### config.mk
export PLATFORM = sky130hd
export DESIGN_NAME = fetch_aligner_flat
export DESIGN_NICKNAME = d
export VERILOG_FILES = /design/src/rtl/fetch_aligner_if.sv /design/src/rtl/fetch_aligner.sv /design/src/flat_wrapper.sv
export SDC_FILE = /design/constraint.sdc
export NUM_CORES = 1
export LEC_CHECK = 0
export ABC_AREA = 1
export CAP_MARGIN = 20
export CORE_UTILIZATION = 50
export DETAILED_ROUTE_END_ITERATION = 16
export PLACE_DENSITY_LB_ADDON = 0.08
export SYNTH_ARGS = -nofsm -noshare
export SYNTH_HDL_FRONTEND = slang
export SYNTH_SLANG_ARGS = --single-unit
### constraint.sdc
create_clock -name clk -period 3.4 [get_ports clk]
set_input_delay 0.51 -clock clk [delete_from_list [all_inputs] [get_ports clk]]
set_output_delay 0.51 -clock clk [all_outputs]
set_load 0.01 [all_outputs]
### src/rtl/fetch_aligner_if.sv
// Bundle between fetch_aligner and its environment: word-aligned memory request/response,
// aligned instruction handshake and execute-side redirect.
interface fetch_aligner_if;
   localparam int unsigned RISCV_WORD_WIDTH = 32;

   logic                        redirect_i;
   logic [RISCV_WORD_WIDTH-1:0] redirect_pc_i;
   logic                        mem_req_o;
   logic [RISCV_WORD_WIDTH-1:0] mem_addr_o;
   logic                        mem_gnt_i;
   logic                        mem_rvalid_i;
   logic [RISCV_WORD_WIDTH-1:0] mem_rdata_i;
   logic                        instr_valid_o;
   logic                        instr_ready_i;
   logic [RISCV_WORD_WIDTH-1:0] instr_o;
   logic [RISCV_WORD_WIDTH-1:0] instr_pc_o;

   // The aligner is the master of the memory request and of the instruction stream.
   modport master (
      input  redirect_i,
      input  redirect_pc_i,
      input  mem_gnt_i,
      input  mem_rvalid_i,
      input  mem_rdata_i,
      input  instr_ready_i,
      output mem_req_o,
      output mem_addr_o,
      output instr_valid_o,
      output instr_o,
      output instr_pc_o
   );

   modport slave (
      output redirect_i,
      output redirect_pc_i,
      output mem_gnt_i,
      output mem_rvalid_i,
      output mem_rdata_i,
      output instr_ready_i,
      input  mem_req_o,
      input  mem_addr_o,
      input  instr_valid_o,
      input  instr_o,
      input  instr_pc_o
   );
endinterface

### src/rtl/fetch_aligner.sv
// Fetch word buffer and 16/32-bit instruction aligner feeding the decompressor.
// Optional FETCH_ALIGNER_PERF_EN adds compressed/straddle accept counters.
module fetch_aligner #(
   parameter int unsigned FIFO_DEPTH = 2,
   parameter logic [31:0] RESET_PC   = 32'h0000_0000
) (
   input  logic            clk,
   input  logic            rst,
   fetch_aligner_if.master bus
`ifdef FETCH_ALIGNER_PERF_EN
   ,
   output logic [31:0]     compressed_cnt_o,
   output logic [31:0]     straddle_cnt_o
`endif
);

   localparam int unsigned PtrW  = (FIFO_DEPTH > 1) ? $clog2(FIFO_DEPTH) : 1;
   localparam int unsigned CntW  = $clog2(FIFO_DEPTH) + 1;
   // Discards accumulate across back-to-back redirects, so give them headroom.
   localparam int unsigned DiscW = 16;

   typedef logic [CntW-1:0] cnt_t;

   logic [31:0]      fifo_q [FIFO_DEPTH];
   logic [PtrW-1:0]  rd_ptr_q, rd_ptr_d;
   logic [PtrW-1:0]  wr_ptr_q, wr_ptr_d;
   logic [PtrW-1:0]  next_ptr;
   cnt_t             count_q, count_d;
   cnt_t             outst_q, outst_d;
   logic [DiscW-1:0] discard_q, discard_d;
   logic [31:0]      pc_q, pc_d;
   logic [31:0]      fetch_addr_q, fetch_addr_d;

   logic [31:0] head_word;
   logic [31:0] next_word;
   logic [15:0] head_half;
   logic        compressed;
   logic        straddle;
   cnt_t        need;
   logic        valid;
   logic        req;
   logic        grant;
   logic        rsp_drop;
   logic        push;
   logic        accept;
   logic        pop;
   logic        unused_redirect_lsb;

   assign unused_redirect_lsb = bus.redirect_pc_i[0];

   assign next_ptr  = rd_ptr_q + PtrW'(1);
   assign head_word = fifo_q[rd_ptr_q];
   assign next_word = fifo_q[next_ptr];

   // The halfword at pc decides the instruction length.
   assign head_half  = pc_q[1] ? head_word[31:16] : head_word[15:0];
   assign compressed = (head_half[1:0] != 2'b11);
   assign straddle   = pc_q[1] & ~compressed;
   assign need       = straddle ? cnt_t'(2) : cnt_t'(1);
   assign valid      = ~rst & (count_q >= need);

   assign req      = ~rst & (cnt_t'(count_q + outst_q) < cnt_t'(FIFO_DEPTH));
   assign grant    = req & bus.mem_gnt_i;
   assign rsp_drop = bus.mem_rvalid_i & (discard_q != '0);
   assign push     = bus.mem_rvalid_i & ~rsp_drop & ~bus.redirect_i;
   assign accept   = valid & bus.instr_ready_i & ~bus.redirect_i;
   // Head word is used up when the next pc leaves it, including a straddle.
   assign pop      = accept & (pc_q[1] | ~compressed);

   always_comb begin
      bus.mem_req_o     = req;
      bus.mem_addr_o    = fetch_addr_q;
      bus.instr_valid_o = valid;
      bus.instr_pc_o    = rst ? RESET_PC : pc_q;
      bus.instr_o       = '0;
      if (valid) begin
         if (compressed) begin
            bus.instr_o = {16'h0000, head_half};
         end else if (straddle) begin
            bus.instr_o = {next_word[15:0], head_word[31:16]};
         end else begin
            bus.instr_o = head_word;
         end
      end
   end

   always_comb begin
      pc_d         = pc_q;
      fetch_addr_d = fetch_addr_q;
      count_d      = count_q;
      outst_d      = outst_q;
      discard_d    = discard_q;
      rd_ptr_d     = rd_ptr_q;
      wr_ptr_d     = wr_ptr_q;
      if (bus.redirect_i) begin
         pc_d         = {bus.redirect_pc_i[31:1], 1'b0};
         fetch_addr_d = {bus.redirect_pc_i[31:2], 2'b00};
         count_d      = '0;
         outst_d      = '0;
         rd_ptr_d     = '0;
         wr_ptr_d     = '0;
         // Everything in flight, including a same-cycle grant, returns as junk.
         discard_d    = discard_q + DiscW'(outst_q) + DiscW'(grant) - DiscW'(bus.mem_rvalid_i);
      end else begin
         if (grant) begin
            fetch_addr_d = fetch_addr_q + 32'd4;
         end
         outst_d = outst_q + cnt_t'(grant) - cnt_t'(push);
         if (rsp_drop) begin
            discard_d = discard_q - DiscW'(1);
         end
         count_d = count_q + cnt_t'(push) - cnt_t'(pop);
         if (push) begin
            wr_ptr_d = wr_ptr_q + PtrW'(1);
         end
         if (pop) begin
            rd_ptr_d = next_ptr;
         end
         if (accept) begin
            pc_d = pc_q + (compressed ? 32'd2 : 32'd4);
         end
      end
   end

   always_ff @(posedge clk) begin
      if (rst) begin
         pc_q         <= RESET_PC;
         fetch_addr_q <= {RESET_PC[31:2], 2'b00};
         count_q      <= '0;
         outst_q      <= '0;
         discard_q    <= '0;
         rd_ptr_q     <= '0;
         wr_ptr_q     <= '0;
      end else begin
         pc_q         <= pc_d;
         fetch_addr_q <= fetch_addr_d;
         count_q      <= count_d;
         outst_q      <= outst_d;
         discard_q    <= discard_d;
         rd_ptr_q     <= rd_ptr_d;
         wr_ptr_q     <= wr_ptr_d;
      end
   end

   // Word storage needs no reset; occupancy is tracked by count_q.
   always_ff @(posedge clk) begin
      if (push) begin
         fifo_q[wr_ptr_q] <= bus.mem_rdata_i;
      end
   end

`ifdef FETCH_ALIGNER_PERF_EN
   logic [31:0] compressed_cnt_q;
   logic [31:0] straddle_cnt_q;

   always_ff @(posedge clk) begin
      if (rst) begin
         compressed_cnt_q <= '0;
         straddle_cnt_q   <= '0;
      end else begin
         if (accept && compressed) begin
            compressed_cnt_q <= compressed_cnt_q + 32'd1;
         end
         if (accept && straddle) begin
            straddle_cnt_q <= straddle_cnt_q + 32'd1;
         end
      end
   end

   assign compressed_cnt_o = compressed_cnt_q;
   assign straddle_cnt_o   = straddle_cnt_q;
`endif

   rvalid_has_owner: assert property (@(posedge clk) disable iff (rst)
      !(bus.mem_rvalid_i && outst_q == '0 && discard_q == '0));

endmodule

### src/flat_wrapper.sv
// flat-port wrapper written by rule: the top's interface ports become plain ports
module fetch_aligner_flat 
#(
   parameter int unsigned FIFO_DEPTH = 2,
   parameter logic [31:0] RESET_PC   = 32'h0000_0000
)
  (clk, rst, bus_redirect_i, bus_redirect_pc_i, bus_mem_gnt_i, bus_mem_rvalid_i, bus_mem_rdata_i, bus_instr_ready_i, bus_mem_req_o, bus_mem_addr_o, bus_instr_valid_o, bus_instr_o, bus_instr_pc_o);
  fetch_aligner_if bus_i ();
  input  logic clk;
  input  logic rst;
  input wire logic [$bits(bus_i.redirect_i)-1:0] bus_redirect_i;
  input wire logic [$bits(bus_i.redirect_pc_i)-1:0] bus_redirect_pc_i;
  input wire logic [$bits(bus_i.mem_gnt_i)-1:0] bus_mem_gnt_i;
  input wire logic [$bits(bus_i.mem_rvalid_i)-1:0] bus_mem_rvalid_i;
  input wire logic [$bits(bus_i.mem_rdata_i)-1:0] bus_mem_rdata_i;
  input wire logic [$bits(bus_i.instr_ready_i)-1:0] bus_instr_ready_i;
  output wire logic [$bits(bus_i.mem_req_o)-1:0] bus_mem_req_o;
  output wire logic [$bits(bus_i.mem_addr_o)-1:0] bus_mem_addr_o;
  output wire logic [$bits(bus_i.instr_valid_o)-1:0] bus_instr_valid_o;
  output wire logic [$bits(bus_i.instr_o)-1:0] bus_instr_o;
  output wire logic [$bits(bus_i.instr_pc_o)-1:0] bus_instr_pc_o;
  assign bus_i.redirect_i = bus_redirect_i;
  assign bus_i.redirect_pc_i = bus_redirect_pc_i;
  assign bus_i.mem_gnt_i = bus_mem_gnt_i;
  assign bus_i.mem_rvalid_i = bus_mem_rvalid_i;
  assign bus_i.mem_rdata_i = bus_mem_rdata_i;
  assign bus_i.instr_ready_i = bus_instr_ready_i;
  assign bus_mem_req_o = bus_i.mem_req_o;
  assign bus_mem_addr_o = bus_i.mem_addr_o;
  assign bus_instr_valid_o = bus_i.instr_valid_o;
  assign bus_instr_o = bus_i.instr_o;
  assign bus_instr_pc_o = bus_i.instr_pc_o;
  fetch_aligner #(.FIFO_DEPTH(FIFO_DEPTH), .RESET_PC(RESET_PC)) u_core (.clk(clk), .rst(rst), .bus(bus_i));
endmodule
==> metrics <==
flops & latches, synth=148; Synth area leaders=edfxtp_1, nand2_1, dfxtp_1, inv_1, nor2_1; PwrDens=467 nW/um^2; pre-CTS setup slack=0.0930 ns; Crit path required time=2.89 ns; clock tree sinks=148; Placed Cells incl. Taps=1,966; Area Growth Syn to Fin=24.5%; via count=10,700; leakage power=0.00560 uW; CTS tree=built; core area=20,400 um^2; CP Capture Type=output pin; Worst Setup Path Type=reg -> out; DRC=0; FFs w/ async S/R, synth=0; total inserted antenna cells=0; post-synthesis area per instance=6.69 um^2; Die Ht=147 um; Rel. slew slack=0.433; worst ir drop on vdd=0.000325 V; vias per cell=5.33; Sequential Power Share=0.339; remaining antenna violation count=0; critical path arrival=2.75 ns; Max Freq=307 MHz; initial antenna violation count=0; buffers plus inverters on the worst setup path=4; final worst setup slack=0.142 ns; multi-input logic area=5900 um^2; Initial Util=0.513; placed cell area=12,300 um^2; final non-filler cell total=2,009; Seq. cell area=3610 um^2; EDFF count, synth=64; mapped cell area=10,500 um^2; YS warnings=0; number of global-route vias before repair=9,972; number of buffers created by CTS=17; Clock power frac=0.340; Pins Over Slew Limit=0; Final period util=0.958; HP Class=reg -> reg; Distinct cells, synth=48; Syn Inst Count=1,562; FILL cells=1,882; Worst path slowest cell=dfxtp_4; Die W=147 um; Final nets=1,840; final RePlAce weighted congestion=0.917; crit path cell chain=or2_1, o21ai_2, o21ai_4, nand2_4, inv_4, ha_4, clkinv_4, ha_1, o21ai_1, nand2_1, nand2_4, nor2_4, nand2_8, buf_4, nor2_2, buf_2; crit-path most repeated cell=nand2_4; Max Root-Sink Buffers=2; CTS HTree Levels=4; register area share after synthesis=0.345; combinational share of power=0.320; total wire length=32,000 um; grt total ovfl=0; Post-synth top cells=nand2_1, inv_1, nor2_1; DR iter-0 viols=851; clk_skew=0.0113 ns; area share of the largest cell type after synthesis=0.184; final setup fails=0; CTS root buffer=clkbuf_16; GR Util All Layers=0.301; fin area=13,000 um^2; ys flop type=dfxtp_1; hpwl dp=23,000 um; CP delay by family, top=simple AND/OR/NAND/NOR gates; io pins=168; most instantiated library cell after synthesis=nand2_1; run status=finished clean; Int Power=3930 uW; layout cells sized above 1=0.0868; Switch Pwr=2140 uW; Setup TNS=0 ns; Hold Fails Final Rpt=0; Max Cap Violations=0; Clock transition at path regs=0.06 ns; drt pass-1 iters=7; first-pass GRT wire length=51,100 um; largest area contributor in the netlist=edfxtp_1; CP max FO=8; CP startpoint kind=flop; sw frac=0.353; FP Rows=52; CP peak stage delay=0.37 ns; largest net degree at the start of global routing=80; wire per inst=15.9 um; worst-margin pin slew=0.850 ns; clock latency on the worst-skew pair=0.43 ns; Die ar.=21,500 um^2; shortest period the worst path allows=3.26 ns; PortBufs=163
-- per-stage QoR --
| stage | utilization | hold WS (ns) | power, uW |
|---|---|---|---|
| after global placement | 0.605 | 0.450 | 3970 |
| after global routing | 0.639 | 0.487 | 6450 |
| after floorplan | - | 0.439 | 3440 |
| final | 0.639 | 0.470 | 6080 |
| after detailed placement | 0.605 | 0.463 | 4000 |
| after CTS | 0.639 | 0.471 | 6070 |
-- final cells by class --
class                           instances  area share
Tap cell                              270      0.0260
Sequential cell                       148       0.277
Timing Repair Buffer                  200       0.141
Clock inverter                         14      0.0151
Multi-Input combinational cell       1177       0.453
Inverter                              182      0.0542
Clock buffer                           18      0.0337
-- power by group through the flow --
| stage | logic [uW] | clock network, uW | registers (uW) |
|---|---|---|---|
| after floorplan | 1360 | 0 | 2080 |
| after global placement | 1880 | 0 | 2100 |
| after detailed placement | 1900 | 0 | 2100 |
| after CTS | 1920 | 2090 | 2060 |
| after global routing | 2210 | 2170 | 2080 |
| final | 1950 | 2070 | 2060 |
-- per-layer routing --
metal	GRT usage	part of all wire
met5	0	0
met1	0.400	0.44
met3	0.0450	0.066
met2	0.500	0.48
met4	0.0958	0.023
-- cells in the final DEF, fill, tap and decap left out, types with 3 or more instances in the layout --
cell type	netlist	layout
nand2_1	497	497
inv_1	171	170
nor2_1	157	154
clkdlybuf4s50_1	0	128
nand3_1	112	112
o21ai_0	110	109
a21oi_1	97	97
dfxtp_1	84	83
edfxtp_1	64	64
ha_1	41	40
buf_4	9	35
nor3_1	21	21
nor2_2	15	18
clkbuf_16	0	17
xor2_1	16	16
dlygate4sd2_1	0	16
nand4_1	15	15
mux2i_1	14	14
a21oi_2	10	10
a31oi_1	8	8
nand3b_1	8	8
buf_2	12	8
inv_2	8	7
clkbuf_2	0	7
xnor2_1	6	6
nor2_4	5	5
o211ai_1	5	5
clkinvlp_4	0	5
o21ai_1	4	4
nand2_4	5	4
nor3_2	4	4
bufinv_16	0	4
inv_6	0	4
fa_1	3	3
conb_1	1	3
dlymetal6s2s_1	0	3
-- what timing repair did --
action | in CTS | in global routing
setup buffers | 4 | 6
setup endpoints to repair | 33 | 23
cloned | 1 | 0
hold buffers | 0 | 0
pin swaps | 3 | 6
gates resized for setup | 50 | 28
-- worst paths after layout --
kind | cells after the start | slack, ns | startpoint | end
worst max-delay path | 16 | 0.14 | flop | bus_instr_o[28]
worst min-delay path | 2 | 0.47 | u_core.discard_q[1] | u_core.discard_q[1]
worst max register to register | 16 | 0.32 | u_core.fifo_q[1][0] | u_core.pc_q[15]
worst min register to register | 2 | 0.47 | u_core.discard_q[1] | u_core.discard_q[1]
-- registers in the layout, indices dropped and copies added, names as in the netlist, named ones only --
signal / cells
u_core.fifo_q: 64
u_core.pc_q: 31
u_core.bus.mem_addr_o: 30
u_core.discard_q: 16
u_core.count_q: 2
u_core.outst_q: 2
u_core.rd_ptr_q: 1
u_core.wr_ptr_q: 1
-- logic make-up (layout without fill, tap and decap cells) --
kind of cell             after synthesis  in the layout  share of synthesized area
AO/OA/AOI/OAI                        243            243                      0.127
AND/OR/NAND/NOR                      850            851                      0.345
multiplexers                          14             14                     0.0134
adder cells (fa/ha/maj)               44             44                     0.0548
flip-flops                           148            148                      0.345
XOR/XNOR                              22             22                     0.0184
buffers and inverters                240            414                     0.0966
other                                  1              3                   0.000359
-- worst register-to-register path: cells and delay by family, from the launching register on --
kind	cells	cell delay, ns
AOI/OAI and AO/OA	3	0.36
xor gates and xnor gates	1	0.19
adders and majority gates	2	0.60
buffers and inverters	4	0.53
DFF	1	0.40
and+or+nand+nor	6	0.94
(Power assumes the default switching activity.)
